`src/rtl/uart_tx_buf.sv`:
```
// uart_tx_buf: DEPTH-entry byte FIFO feeding an 8N1 UART transmitter.
// Bit timing comes from b_tick, a one-clk strobe at TICKS_PER_BIT per serial bit.
module uart_tx_buf #(
   parameter int unsigned DEPTH         = 4,
   parameter int unsigned TICKS_PER_BIT = 16
) (
   input  logic       clk,
   input  logic       rst,
   input  logic       b_tick,
   input  logic [7:0] tx_data,
   input  logic       tx_push,
   output logic       tx_full,
   output logic       tx_empty,
   output logic       tx,
   output logic       tx_busy,
   output logic       tx_done
);

   localparam int unsigned AW = $clog2(DEPTH);
   localparam int unsigned CW = AW + 1;
   localparam int unsigned TW = (TICKS_PER_BIT > 1) ? $clog2(TICKS_PER_BIT) : 1;
   localparam logic [TW-1:0] TICK_LAST = TW'(TICKS_PER_BIT - 1);
   localparam logic [CW-1:0] COUNT_FULL = CW'(DEPTH);

   typedef enum logic [1:0] {IDLE, START, DATA, STOP} state_e;

   logic [7:0]    mem_q [DEPTH];
   logic [AW-1:0] wr_ptr_q, wr_ptr_d;
   logic [AW-1:0] rd_ptr_q, rd_ptr_d;
   logic [CW-1:0] count_q, count_d;
   logic          push_ok;
   logic          pop;

   state_e        state_q, state_d;
   logic [TW-1:0] tick_q, tick_d;
   logic [2:0]    bit_q, bit_d;
   logic [7:0]    shift_q, shift_d;
   logic          tx_q, tx_d;
   logic          done_q, done_d;

   assign tx_full  = (count_q == COUNT_FULL);
   assign tx_empty = (count_q == '0);
   assign tx       = tx_q;
   assign tx_done  = done_q;
   assign tx_busy  = (state_q != IDLE);

   // A push into a full FIFO is dropped even when a pop frees a slot this cycle.
   always_comb begin
      push_ok  = tx_push && !tx_full;
      wr_ptr_d = wr_ptr_q;
      rd_ptr_d = rd_ptr_q;
      count_d  = count_q;
      if (push_ok) wr_ptr_d = wr_ptr_q + 1'b1;
      if (pop)     rd_ptr_d = rd_ptr_q + 1'b1;
      case ({push_ok, pop})
         2'b10:   count_d = count_q + 1'b1;
         2'b01:   count_d = count_q - 1'b1;
         default: count_d = count_q;
      endcase
   end

   always_ff @(posedge clk) begin
      if (push_ok) mem_q[wr_ptr_q] <= tx_data;
   end

   always_comb begin
      state_d = state_q;
      tick_d  = tick_q;
      bit_d   = bit_q;
      shift_d = shift_q;
      tx_d    = tx_q;
      done_d  = 1'b0;
      pop     = 1'b0;
      case (state_q)
         IDLE: begin
            tx_d   = 1'b1;
            tick_d = '0;
            bit_d  = '0;
            // Start bit launches on the pop edge, not on a b_tick.
            if (!tx_empty) begin
               pop     = 1'b1;
               shift_d = mem_q[rd_ptr_q];
               tx_d    = 1'b0;
               state_d = START;
            end
         end
         START: begin
            if (b_tick) begin
               if (tick_q == TICK_LAST) begin
                  tick_d  = '0;
                  tx_d    = shift_q[0];
                  state_d = DATA;
               end else begin
                  tick_d = tick_q + 1'b1;
               end
            end
         end
         DATA: begin
            if (b_tick) begin
               if (tick_q == TICK_LAST) begin
                  tick_d = '0;
                  if (bit_q != 3'd7) begin
                     shift_d = {1'b0, shift_q[7:1]};
                     bit_d   = bit_q + 1'b1;
                     tx_d    = shift_q[1];
                  end else begin
                     tx_d    = 1'b1;
                     state_d = STOP;
                  end
               end else begin
                  tick_d = tick_q + 1'b1;
               end
            end
         end
         STOP: begin
            if (b_tick) begin
               if (tick_q == TICK_LAST) begin
                  tick_d  = '0;
                  tx_d    = 1'b1;
                  done_d  = 1'b1;
                  state_d = IDLE;
               end else begin
                  tick_d = tick_q + 1'b1;
               end
            end
         end
         default: state_d = IDLE;
      endcase
   end

   always_ff @(posedge clk or posedge rst) begin
      if (rst) begin
         state_q  <= IDLE;
         tick_q   <= '0;
         bit_q    <= '0;
         shift_q  <= '0;
         tx_q     <= 1'b1;
         done_q   <= 1'b0;
         wr_ptr_q <= '0;
         rd_ptr_q <= '0;
         count_q  <= '0;
      end else begin
         state_q  <= state_d;
         tick_q   <= tick_d;
         bit_q    <= bit_d;
         shift_q  <= shift_d;
         tx_q     <= tx_d;
         done_q   <= done_d;
         wr_ptr_q <= wr_ptr_d;
         rd_ptr_q <= rd_ptr_d;
         count_q  <= count_d;
      end
   end

endmodule
```
`config.mk`:
```
export PLATFORM = sky130hd
export DESIGN_NAME = uart_tx_buf
export DESIGN_NICKNAME = d
export VERILOG_FILES = /design/src/rtl/uart_tx_buf.sv
export SDC_FILE = /design/constraint.sdc
export NUM_CORES = 1
export LEC_CHECK = 0
export ABC_AREA = 1
export BUFFER_PORTS_ARGS = -buffer_cell sky130_fd_sc_hd__buf_2
export CORE_ASPECT_RATIO = 2
export CORE_MARGIN = 2
export CORE_UTILIZATION = 45
export CTS_CLUSTER_DIAMETER = 120
export DETAILED_ROUTE_END_ITERATION = 10
export PLACE_DENSITY = 0.73
export SLEW_MARGIN = 20
export SYNTH_ARGS = -nofsm -noshare
export SYNTH_HDL_FRONTEND = slang
export SYNTH_SLANG_ARGS = --single-unit
```
`constraint.sdc`:
```
create_clock -name clk -period 2.05 [get_ports clk]
set_input_delay 0.3075 -clock clk [delete_from_list [all_inputs] [get_ports clk]]
set_output_delay 0.3075 -clock clk [all_outputs]
set_load 0.02 [all_outputs]
```
==> flow_metrics.env <==
export IMPL_hold_class="in2async"
export IMPL_slew_viol_final=0
export IMPL_yosysUniqueCellTypes=26
export IMPL_grt_usage=0.1693
export IMPL_muxShareOfSynthArea=0
export IMPL_cp_max_fo=4
export IMPL_fp_dieW_um=58.94
export IMPL_io_pins=17
export IMPL_grt_pass1_vias=1893
export IMPL_worstSetupPathDepth=10
export IMPL_cp_required_ns=2.25
export IMPL_ys_ff_latch=58
export IMPL_dp_slack_ns=0.05841
export IMPL_core_area_um2=5906
export IMPL_drtIter0Drc=126
export IMPL_cts_tree="yes"
export IMPL_vias=1893
export IMPL_design_area_um2=3249
export IMPL_synth_area_top_cells="edfxtp_1 35%, dfrtp_1 23%, nand2_1 12%"
export IMPL_multi_input_area_um2=959.7
export IMPL_r2r_cells=10
export IMPL_max_clock_path_buffers=2
export IMPL_synthXorXnorAreaFrac=0.01612
export IMPL_grt_max_degree=27
export IMPL_drtAntennaViolNets=0
export IMPL_numCtsBuffers=9
export IMPL_diodes=0
export IMPL_r2r_start="state_q[1]"
export IMPL_grt_setup_unrepaired="no"
export IMPL_drt_pass1_iterations=7
export IMPL_max_cap_violations=0
export IMPL_p_per_area_nw_per_um2=1645
export IMPL_drive_above_1_share=0.1759
export IMPL_syn_num_nets=297
export IMPL_synth_top_family_by_area="simple AND/OR/NAND/NOR gates"
export IMPL_startpoint_type="register"
export IMPL_fp_row_count=40
export IMPL_max_stage_delay_ns=0.41
export IMPL_cts_root_buffer="clkbuf_16"
export IMPL_wl_per_cell_um=13.69
export IMPL_period_minus_slack_ns=1.960
export IMPL_drt_total_wl_um=5066
export IMPL_syn_cell_area_um2=2716
export IMPL_port_buffers=16
export IMPL_crit_type="reg2reg"
export IMPL_yosysMostFrequentCell="nand2_1"
export IMPL_violations="design-rule violations"
export IMPL_hpwl_um=3530
export IMPL_ys_flop_type="edfxtp_1"
export IMPL_path_clk_slew_ns=0.05
export IMPL_fin_util=0.5502
export IMPL_setup_ws_ns=0.08956
export IMPL_die_area_um2=6711
export IMPL_cp_endpoint="count_q[2]"
export IMPL_fin_worst_skew_ns=0.003762
export IMPL_avgSynthCellArea_um2=9.987
export IMPL_synthSimpleGateAreaFrac=0.2335
export IMPL_status="complete, but fails checks"
export IMPL_finalSetupTns_ns=0
export IMPL_cpMostUsedCell="inv_1"
export IMPL_p_leak_nw=1.551
export IMPL_end_kind="register"
export IMPL_regToRegSetupSlack_ns=0.09
export IMPL_antenna_found_initial=0
export IMPL_r2r_end="count_q[2]"
export IMPL_worst_path_buf_inv=3
export IMPL_clkSinkCount=58
export IMPL_yosysSeqAreaShare=0.5937
export IMPL_cp_data_arrival_time_ns=2.16
export IMPL_cts_setup_buffers=0
export IMPL_place_inst=354
export IMPL_crit_path_top_delay_cell="dfrtp_1"
export IMPL_gr_total_overflow=0
export IMPL_fill_cells=493
export IMPL_initial_core_util=0.4600
export IMPL_synth_top_cell_by_area="edfxtp_1"
export IMPL_synth_edf_count=32
export IMPL_syn_to_final_growth_pct=19.62
export IMPL_drc=1
export IMPL_critPathLaunch="state_q[1]"
export IMPL_grt_pass1_wl_um=8424
export IMPL_slew_headroom=0.7455
export IMPL_fin_cells=370
export IMPL_final_hold_violation_count=0
export IMPL_ctsHoldBuffers=0
export IMPL_layout_worst_path_cycle_share=0.9563
export IMPL_clock_fmax_ghz=0.5101
export IMPL_clock_latency_ns=0.32
export IMPL_setup_violations_final=0
export IMPL_synth_top_cell_area_share=0.3538
export IMPL_h_tree_depth=3
export IMPL_critPathTopFamily="adder cells"
export IMPL_vias_per_cell=5.116
export IMPL_die_h_um=113.9
export IMPL_finalNetCount=327
export IMPL_async_flop_share=0.4483
export IMPL_synth_compound_area_share=0.04007
export IMPL_yosys_top_cells_count="88 x nand2_1, 33 x nand3_1, 32 x edfxtp_1, 27 x inv_1, 25 x dfrtp_1"
export IMPL_seqCellArea_um2=1613
export IMPL_worst_slew_pin_slew_ns=0.3818
export IMPL_yosys_warnings=0
export IMPL_postPlaceCellArea_um2=2902
export IMPL_synthAdderAreaFrac=0.06264
export IMPL_ir_drop_mv=0.9695
export IMPL_crit_chain="inv_1, ha_1, nand2_1, inv_1, ha_1, inv_1, fa_1, a21oi_1, o21ai_1, xor2_1"
export IMPL_synthCells=272
export IMPL_place_gp_congestion=0.8137
power by group:
part | switching [mW] | internal (mW)
sequential | 0.193 | 1.59
combinational | 1.22 | 0.647
clock | 0.476 | 1.21
total | 1.89 | 3.46
state kept, by name, indices dropped and copies added, names as in the netlist, 2 cells and up:
register / count
bit_q: 3
count_q: 3
mem_q: 32
rd_ptr_q: 2
shift_q: 8
state_q: 2
tick_q: 4
wr_ptr_q: 2
through the flow:
stage,hold WS (ns),power [mW]
final,0.03558,5.346
after global routing,0.08142,5.728
after CTS,0.03851,5.389
after detailed placement,0.3790,3.656
after global placement,0.3726,3.572
after floorplan,0.3468,3.163
worst min-delay path by stage:
stage               slack, ns          end  cells past startpoint
finish                   0.04  wr_ptr_q[1]                      3
global route             0.08    tick_q[3]                      3
CTS                      0.04  wr_ptr_q[1]                      3
detailed placement       0.38   count_q[0]                      3
global placement         0.37   count_q[0]                      3
floorplan                0.35     bit_q[0]                      1
worst min-delay path, stage by stage:
cell,delay (ns)
buf_2,0.09
inv_1,0.04
buf_4,0.32
kinds of logic after synthesis:
| kind of cell | Yosys count |
|---|---|
| compound gates | 16 |
| xor+xnor | 5 |
| fa+ha+maj | 13 |
| buf+inv | 35 |
| flops | 58 |
| simple gates | 145 |
per-layer routing:
metal  routed length, µm  global-route usage  vias to the layer above
li1                    -                   -                      950
met1                2130              0.1948                      901
met2                2702              0.2889                       33
met3                 143             0.04875                        9
met4                  89             0.06515                        0
met5                   0                   0                        -
cell type report:
cell class / count / share of cell area
Clock buffer: 11 / 0.07470
Clock inverter: 5 / 0.03157
Inverter: 30 / 0.03466
Multi-Input combinational cell: 179 / 0.2953
Sequential cell: 58 / 0.4963
Tap cell: 63 / 0.02426
Timing Repair Buffer: 24 / 0.04313
cells in the final DEF, fill, tap and decap left out, types with 3 or more instances in the layout:
master     synthesis  final
nand2_1           88     88
nand3_1           33     33
edfxtp_1          32     32
inv_1             27     26
dfrtp_1           25     25
buf_2              3     16
nor2_1            14     14
ha_1              12     11
clkbuf_16          0      9
buf_4              1      8
a21oi_1            7      7
inv_2              3      4
nand2_2            4      4
xor2_1             4      4
o21ai_0            5      4
nand4_1            3      3
bufinv_16          0      3
timing repair:
item	CTS	global route
hold endpoints to repair	0	0
endpoints found under the setup margin	0	5
resized for setup	0	3
Power figures use the tool's default switching activity.
